**src/rtl/intra_mb_scheduler.sv**
```systemverilog
`default_nettype none
// ============================================================================
// Module      : intra_mb_scheduler
// Description : Issues block addresses, in raster order, to NUM_ENG intra
//               prediction engines for one plane. Idle engines are served
//               round-robin with at most one outstanding block each. Frame
//               completion is flagged once every block is issued and every
//               engine has returned its feedback.
// Revision    : 1.0 - initial release
// ============================================================================
module intra_mb_scheduler #(
   parameter int NUM_ENG = 2,
   parameter int BLK     = 4,
   parameter int FRAME_W = 1280,
   parameter int FRAME_H = 720
) (
   input  logic               clk,
   input  logic               reset,
   input  logic               start,
   input  logic [NUM_ENG-1:0] eng_req,
   input  logic [NUM_ENG-1:0] eng_fb,
   output logic [NUM_ENG-1:0] eng_grant,
   output logic [31:0]        eng_mbaddr,
   output logic               busy,
   output logic               done,
   output logic [31:0]        blk_issued,
   output logic               err
);

   localparam int          PTR_W      = (NUM_ENG > 1) ? $clog2(NUM_ENG) : 1;
   localparam logic [15:0] c_last_col = 16'(FRAME_W - BLK);
   localparam logic [15:0] c_last_row = 16'(FRAME_H - BLK);
   localparam logic [15:0] c_step     = 16'(BLK);

   typedef enum logic [1:0] {
      S_IDLE     = 2'd0,
      S_DISPATCH = 2'd1,
      S_DRAIN    = 2'd2,
      S_DONE     = 2'd3
   } state_t;

   state_t             r_state,   w_state_nxt;
   logic [15:0]        r_row,     w_row_nxt;
   logic [15:0]        r_col,     w_col_nxt;
   logic [NUM_ENG-1:0] r_out,     w_out_nxt;
   logic [PTR_W-1:0]   r_rr,      w_rr_nxt;
   logic [NUM_ENG-1:0] r_grant,   w_grant_nxt;
   logic [31:0]        r_mbaddr,  w_mbaddr_nxt;
   logic [31:0]        r_issued,  w_issued_nxt;
   logic               r_err,     w_err_nxt;

   logic [NUM_ENG-1:0] w_elig;
   logic               w_any;
   logic               w_hi_any;
   logic [PTR_W-1:0]   w_first;
   logic [PTR_W-1:0]   w_hi;
   logic [PTR_W-1:0]   w_win;
   logic [NUM_ENG-1:0] w_win_onehot;
   logic [PTR_W-1:0]   w_rr_after;

   // Round-robin pick: lowest eligible index at/after rr_ptr, else lowest overall (wrap).
   always_comb begin
      w_elig   = eng_req & ~r_out;
      w_any    = 1'b0;
      w_hi_any = 1'b0;
      w_first  = '0;
      w_hi     = '0;
      for (int i = NUM_ENG - 1; i >= 0; i--) begin
         if (w_elig[i]) begin
            w_any   = 1'b1;
            w_first = PTR_W'(i);
            if (i >= int'(r_rr)) begin
               w_hi_any = 1'b1;
               w_hi     = PTR_W'(i);
            end
         end
      end
      w_win        = w_hi_any ? w_hi : w_first;
      w_win_onehot = NUM_ENG'(1) << w_win;
      w_rr_after   = (int'(w_win) == NUM_ENG - 1) ? '0 : w_win + 1'b1;
   end

   // Next-state, cursor, outstanding-tracking and grant decision.
   always_comb begin
      w_state_nxt  = r_state;
      w_row_nxt    = r_row;
      w_col_nxt    = r_col;
      w_out_nxt    = r_out & ~eng_fb;
      w_rr_nxt     = r_rr;
      w_grant_nxt  = '0;
      w_mbaddr_nxt = r_mbaddr;
      w_issued_nxt = r_issued;
      // Feedback from an engine that holds no block is a protocol error.
      w_err_nxt    = r_err | (|(eng_fb & ~r_out));

      case (r_state)
         S_IDLE, S_DONE: begin
            if (start) begin
               w_state_nxt  = S_DISPATCH;
               w_row_nxt    = '0;
               w_col_nxt    = '0;
               w_out_nxt    = '0;
               w_rr_nxt     = '0;
               w_issued_nxt = '0;
            end
         end
         S_DISPATCH: begin
            if (w_any) begin
               w_grant_nxt  = w_win_onehot;
               w_mbaddr_nxt = {r_row, r_col};
               w_out_nxt    = (r_out & ~eng_fb) | w_win_onehot;
               w_rr_nxt     = w_rr_after;
               w_issued_nxt = r_issued + 32'd1;
               // The cursor stays on the final block once it has been granted.
               if (r_row == c_last_row && r_col == c_last_col) begin
                  w_state_nxt = S_DRAIN;
               end else if (r_col == c_last_col) begin
                  w_col_nxt = '0;
                  w_row_nxt = r_row + c_step;
               end else begin
                  w_col_nxt = r_col + c_step;
               end
            end
         end
         S_DRAIN: begin
            if (r_out == '0) begin
               w_state_nxt = S_DONE;
            end
         end
         default: begin
            w_state_nxt = S_IDLE;
         end
      endcase
   end

   // State and datapath registers with synchronous reset.
   always_ff @(posedge clk) begin
      if (reset) begin
         r_state  <= S_IDLE;
         r_row    <= '0;
         r_col    <= '0;
         r_out    <= '0;
         r_rr     <= '0;
         r_grant  <= '0;
         r_mbaddr <= '0;
         r_issued <= '0;
         r_err    <= 1'b0;
      end else begin
         r_state  <= w_state_nxt;
         r_row    <= w_row_nxt;
         r_col    <= w_col_nxt;
         r_out    <= w_out_nxt;
         r_rr     <= w_rr_nxt;
         r_grant  <= w_grant_nxt;
         r_mbaddr <= w_mbaddr_nxt;
         r_issued <= w_issued_nxt;
         r_err    <= w_err_nxt;
      end
   end

   assign eng_grant  = r_grant;
   assign eng_mbaddr = r_mbaddr;
   assign busy       = (r_state == S_DISPATCH) || (r_state == S_DRAIN);
   assign done       = (r_state == S_DONE);
   assign blk_issued = r_issued;
   assign err        = r_err;

endmodule
`default_nettype wire
```
**config.mk**
```make
export PLATFORM = sky130hd
export DESIGN_NAME = intra_mb_scheduler
export DESIGN_NICKNAME = d
export VERILOG_FILES = /design/src/rtl/intra_mb_scheduler.sv
export SDC_FILE = /design/constraint.sdc
export NUM_CORES = 1
export LEC_CHECK = 0
export ABC_AREA = 1
export CORE_ASPECT_RATIO = 0.5
export CORE_MARGIN = 4
export CORE_UTILIZATION = 55
export DETAILED_ROUTE_END_ITERATION = 16
export PLACE_DENSITY = 0.89
export SETUP_SLACK_MARGIN = 0.4
export SLEW_MARGIN = 30
export SYNTH_ARGS = -nofsm -noshare
export SYNTH_HDL_FRONTEND = slang
export SYNTH_SLANG_ARGS = --single-unit
export TNS_END_PERCENT = 10
```
**constraint.sdc**
```tcl
create_clock -name clk -period 3.7 [get_ports clk]
set_input_delay 0.74 -clock clk [delete_from_list [all_inputs] [get_ports clk]]
set_output_delay 0.74 -clock clk [all_outputs]
set_load 0.05 [all_outputs]
```
==> results.toml <==
[critical_path]
arrival_ns = 2.10
cp_top_family = "buffers and inverters"
startpoint_type = "flop"
rr_worst_depth = 10
cp_num_cells = 4
critPathMaxStageDelay_ns = 0.83
cp-end-kind = "primary output"
crit_buf_inv = 3
cp_cell_sequence = "inv_1 -> ha_1 -> inv_1 -> clkdlybuf4s50_1"
crit_slowest_cell = "clkdlybuf4s50_1"
crit_fanout = 5
path_class = "reg -> out"
critPathRequiredTime_ns = 2.96
path_common_cell = "inv_1"

[power]
total_power_mw = 3.890
p_leak_nw = 2.260
power_per_cell_area_nw_per_um2 = 637.2
irDropWorstVdd_uv = 320.3

[clock_network]
cts_tree = "done"
cts_root_buffer = "clkbuf_16"
post_cts_buffers = 0
cts_hold_buf = 0
cts_sinks = 96
clk-insertion-delay-late_ns = 0.35
clk_pin_slew_ns = 0.06
htreeDepth = 3
postCtsResizedCells = 0
cts_max_path_buffers = 2
cts_buffers = 9

[routing]
routed_wl_um = 12550
routedWlPerCell_um = 13.15
num_vias = 5139
drt_pass1_iterations = 5
drc_errors = 0
initialDrtViolationCount = 318
drtAntennaViolNets = 0
vias_per_cell = 5.387

[sta]
period_share_pct = 76.62
setup_tns_ns = 0
finClkSkew_ns = 0.009629
hold_violations = 0
tightest_slew_ns = 0.5990
timing.fmax_mhz = 352.7
grt_setup_unrepaired = "no"
layout_min_cycle_time_ns = 2.835
slew_viol_final = 0
finalSetupViolCount = 0
slew_headroom_pct = 60.07

[logic_synthesis]
yosysWarnings = 0
ys_types = 36
yosysSeqAreaShare_pct = 37.93
avgSynthCellArea_um2 = 6.555
netlist_instances = 773
yosys_register_bits = 96
syn-cell-area_um2 = 5067

[floorplanning]
io_pins = 76
initial_utilization_pct = 57.40
rows = 24
die_area_um2 = 10910
dieHeight_um = 75.88
die_w_um = 143.7
core_area_um2 = 8828

[placed_design]
placed_cell_area_um2 = 5798
io_buffers = 71
place_congestion = 0.9274
dpl.hpwl_um = 9040

[outcome]
outcome = "complete, no violations"

[layout]
num_antenna_cells = 0
final_area_um2 = 6105
fill_cells = 740
drive_gt1_share_pct = 7.168
syn_to_final_growth_pct = 20.47
nNetsFinal = 848
utilization_pct = 69.15

[grt]
grtUsageTotal_pct = 23.66
grt_pass1_wl_um = 20740
grt_max_degree = 43
grt_pass1_vias = 4567
gr-total-overflow = 0
antenna_found_initial = 0

[worst_hold_path]
hp-class = "reg -> reg"
holdPathStages = 2

[flow_run]
cap_violations = 0
[report_power, final]
| group | internal (mW) | switching, mW |
|---|---|---|
| Sequential | 1.18 | 0.0917 |
| Clock | 0.560 | 0.403 |
| Combinational | 0.458 | 1.20 |
| Total | 2.20 | 1.69 |
[path summary, 6_finish.rpt]
path | start | end | slack (ns)
min | r_rr | r_rr | 0.47
max | r_state[0] | busy | 0.86
max reg2reg | r_state[1] | r_row[2] | 1.04
min reg2reg | r_rr | r_rr | 0.47
[state kept, by name (all words and copies together) (netlist names)]
name and count:
r_state 2, eng_mbaddr 28, blk_issued 32, eng_grant 2, r_rr 1, r_col 14, r_row 14, r_out 2
err 1
[per-layer routing]
layer  GRT usage, %  vias up  wire length [µm]  share of wire, %
li1               -     2586                 -                 -
met5              0        -                 0                 0
met3          5.893       26               892               7.1
met1          30.08     2322              5553                44
met2          40.20      205              5892                47
met4          8.038        0               206               1.6
[worst register-to-register path, delay by kind of cell (launching register included)]
family                   cells  cell delay (ns)
flip-flops                   1             0.35
AO/OA/AOI/OAI                2             0.52
buffers and inverters        3             0.67
AND/OR/NAND/NOR              4             0.47
adder cells (fa/ha/maj)      1             0.54
[cell usage after synthesis, drive strengths merged]
cell type	n	share of area, %
nand2	197	15
nor2	152	12
dfxtp	96	38
inv	74	5.5
a21oi	64	7.4
nand3	58	6.0
o21ai	50	4.9
buf	21	2.8
nand4	13	1.6
clkbuf	11	0.81
ha	9	2.2
nor3	8	1.1
nor3b	4	0.59
xor2	4	0.69
nand3b	3	0.44
or2	3	0.37
conb	1	0.074
nor4	1	0.12
o211ai	1	0.15
o21bai	1	0.15
o22ai	1	0.12
xnor2	1	0.17
[metrics by stage]
step           setup WS [ns]  instances  hold WS (ns)
2_1_floorplan          1.552        776        0.4411
3_3_place_gp           1.183        938        0.4523
3_5_place_dp           1.109        938        0.4648
4_1_cts               0.8554        954        0.4748
5_1_grt               0.7337        954        0.5013
6_report              0.8649        954        0.4725
[placed cells by master, fill, tap and decap left out, types with 3 or more instances in the layout]
master / synthesis / routed
nor3_2: 3 / 3
nor3b_1: 4 / 4
nand2_2: 6 / 6
inv_1: 69 / 69
nor2_1: 146 / 146
inv_2: 5 / 5
nand3_1: 57 / 57
ha_1: 9 / 9
nor2_2: 5 / 5
a21oi_1: 51 / 51
buf_4: 5 / 6
a21oi_2: 12 / 12
dfxtp_1: 96 / 96
clkinv_2: 0 / 3
nand4_1: 13 / 13
clkdlybuf4s50_1: 0 / 71
o21ai_0: 49 / 49
xor2_1: 4 / 4
nor3_1: 5 / 5
clkbuf_16: 0 / 9
conb_1: 1 / 4
nand3b_1: 3 / 3
nand2_1: 189 / 189
[kinds of logic after synthesis]
family | synth area share (%)
adder cells (fa/ha/maj) | 2.222
buffers and inverters | 9.086
AND/OR/NAND/NOR | 37.04
AO/OA/AOI/OAI | 12.79
other | 0.07400
XOR/XNOR | 0.8642
flip-flops | 37.93
[cell type report]
type	count	area [µm²]	area share (%)
clock buffers	11	252.7	4.140
flip-flops and latches	96	1922	31.48
multi-input cells	574	2696	44.17
repair buffers	77	755.7	12.38
well taps	117	146.4	2.398
inverters	74	277.8	4.550
clock inverters	5	53.80	0.8813
Power figures use the tool's default switching activity.
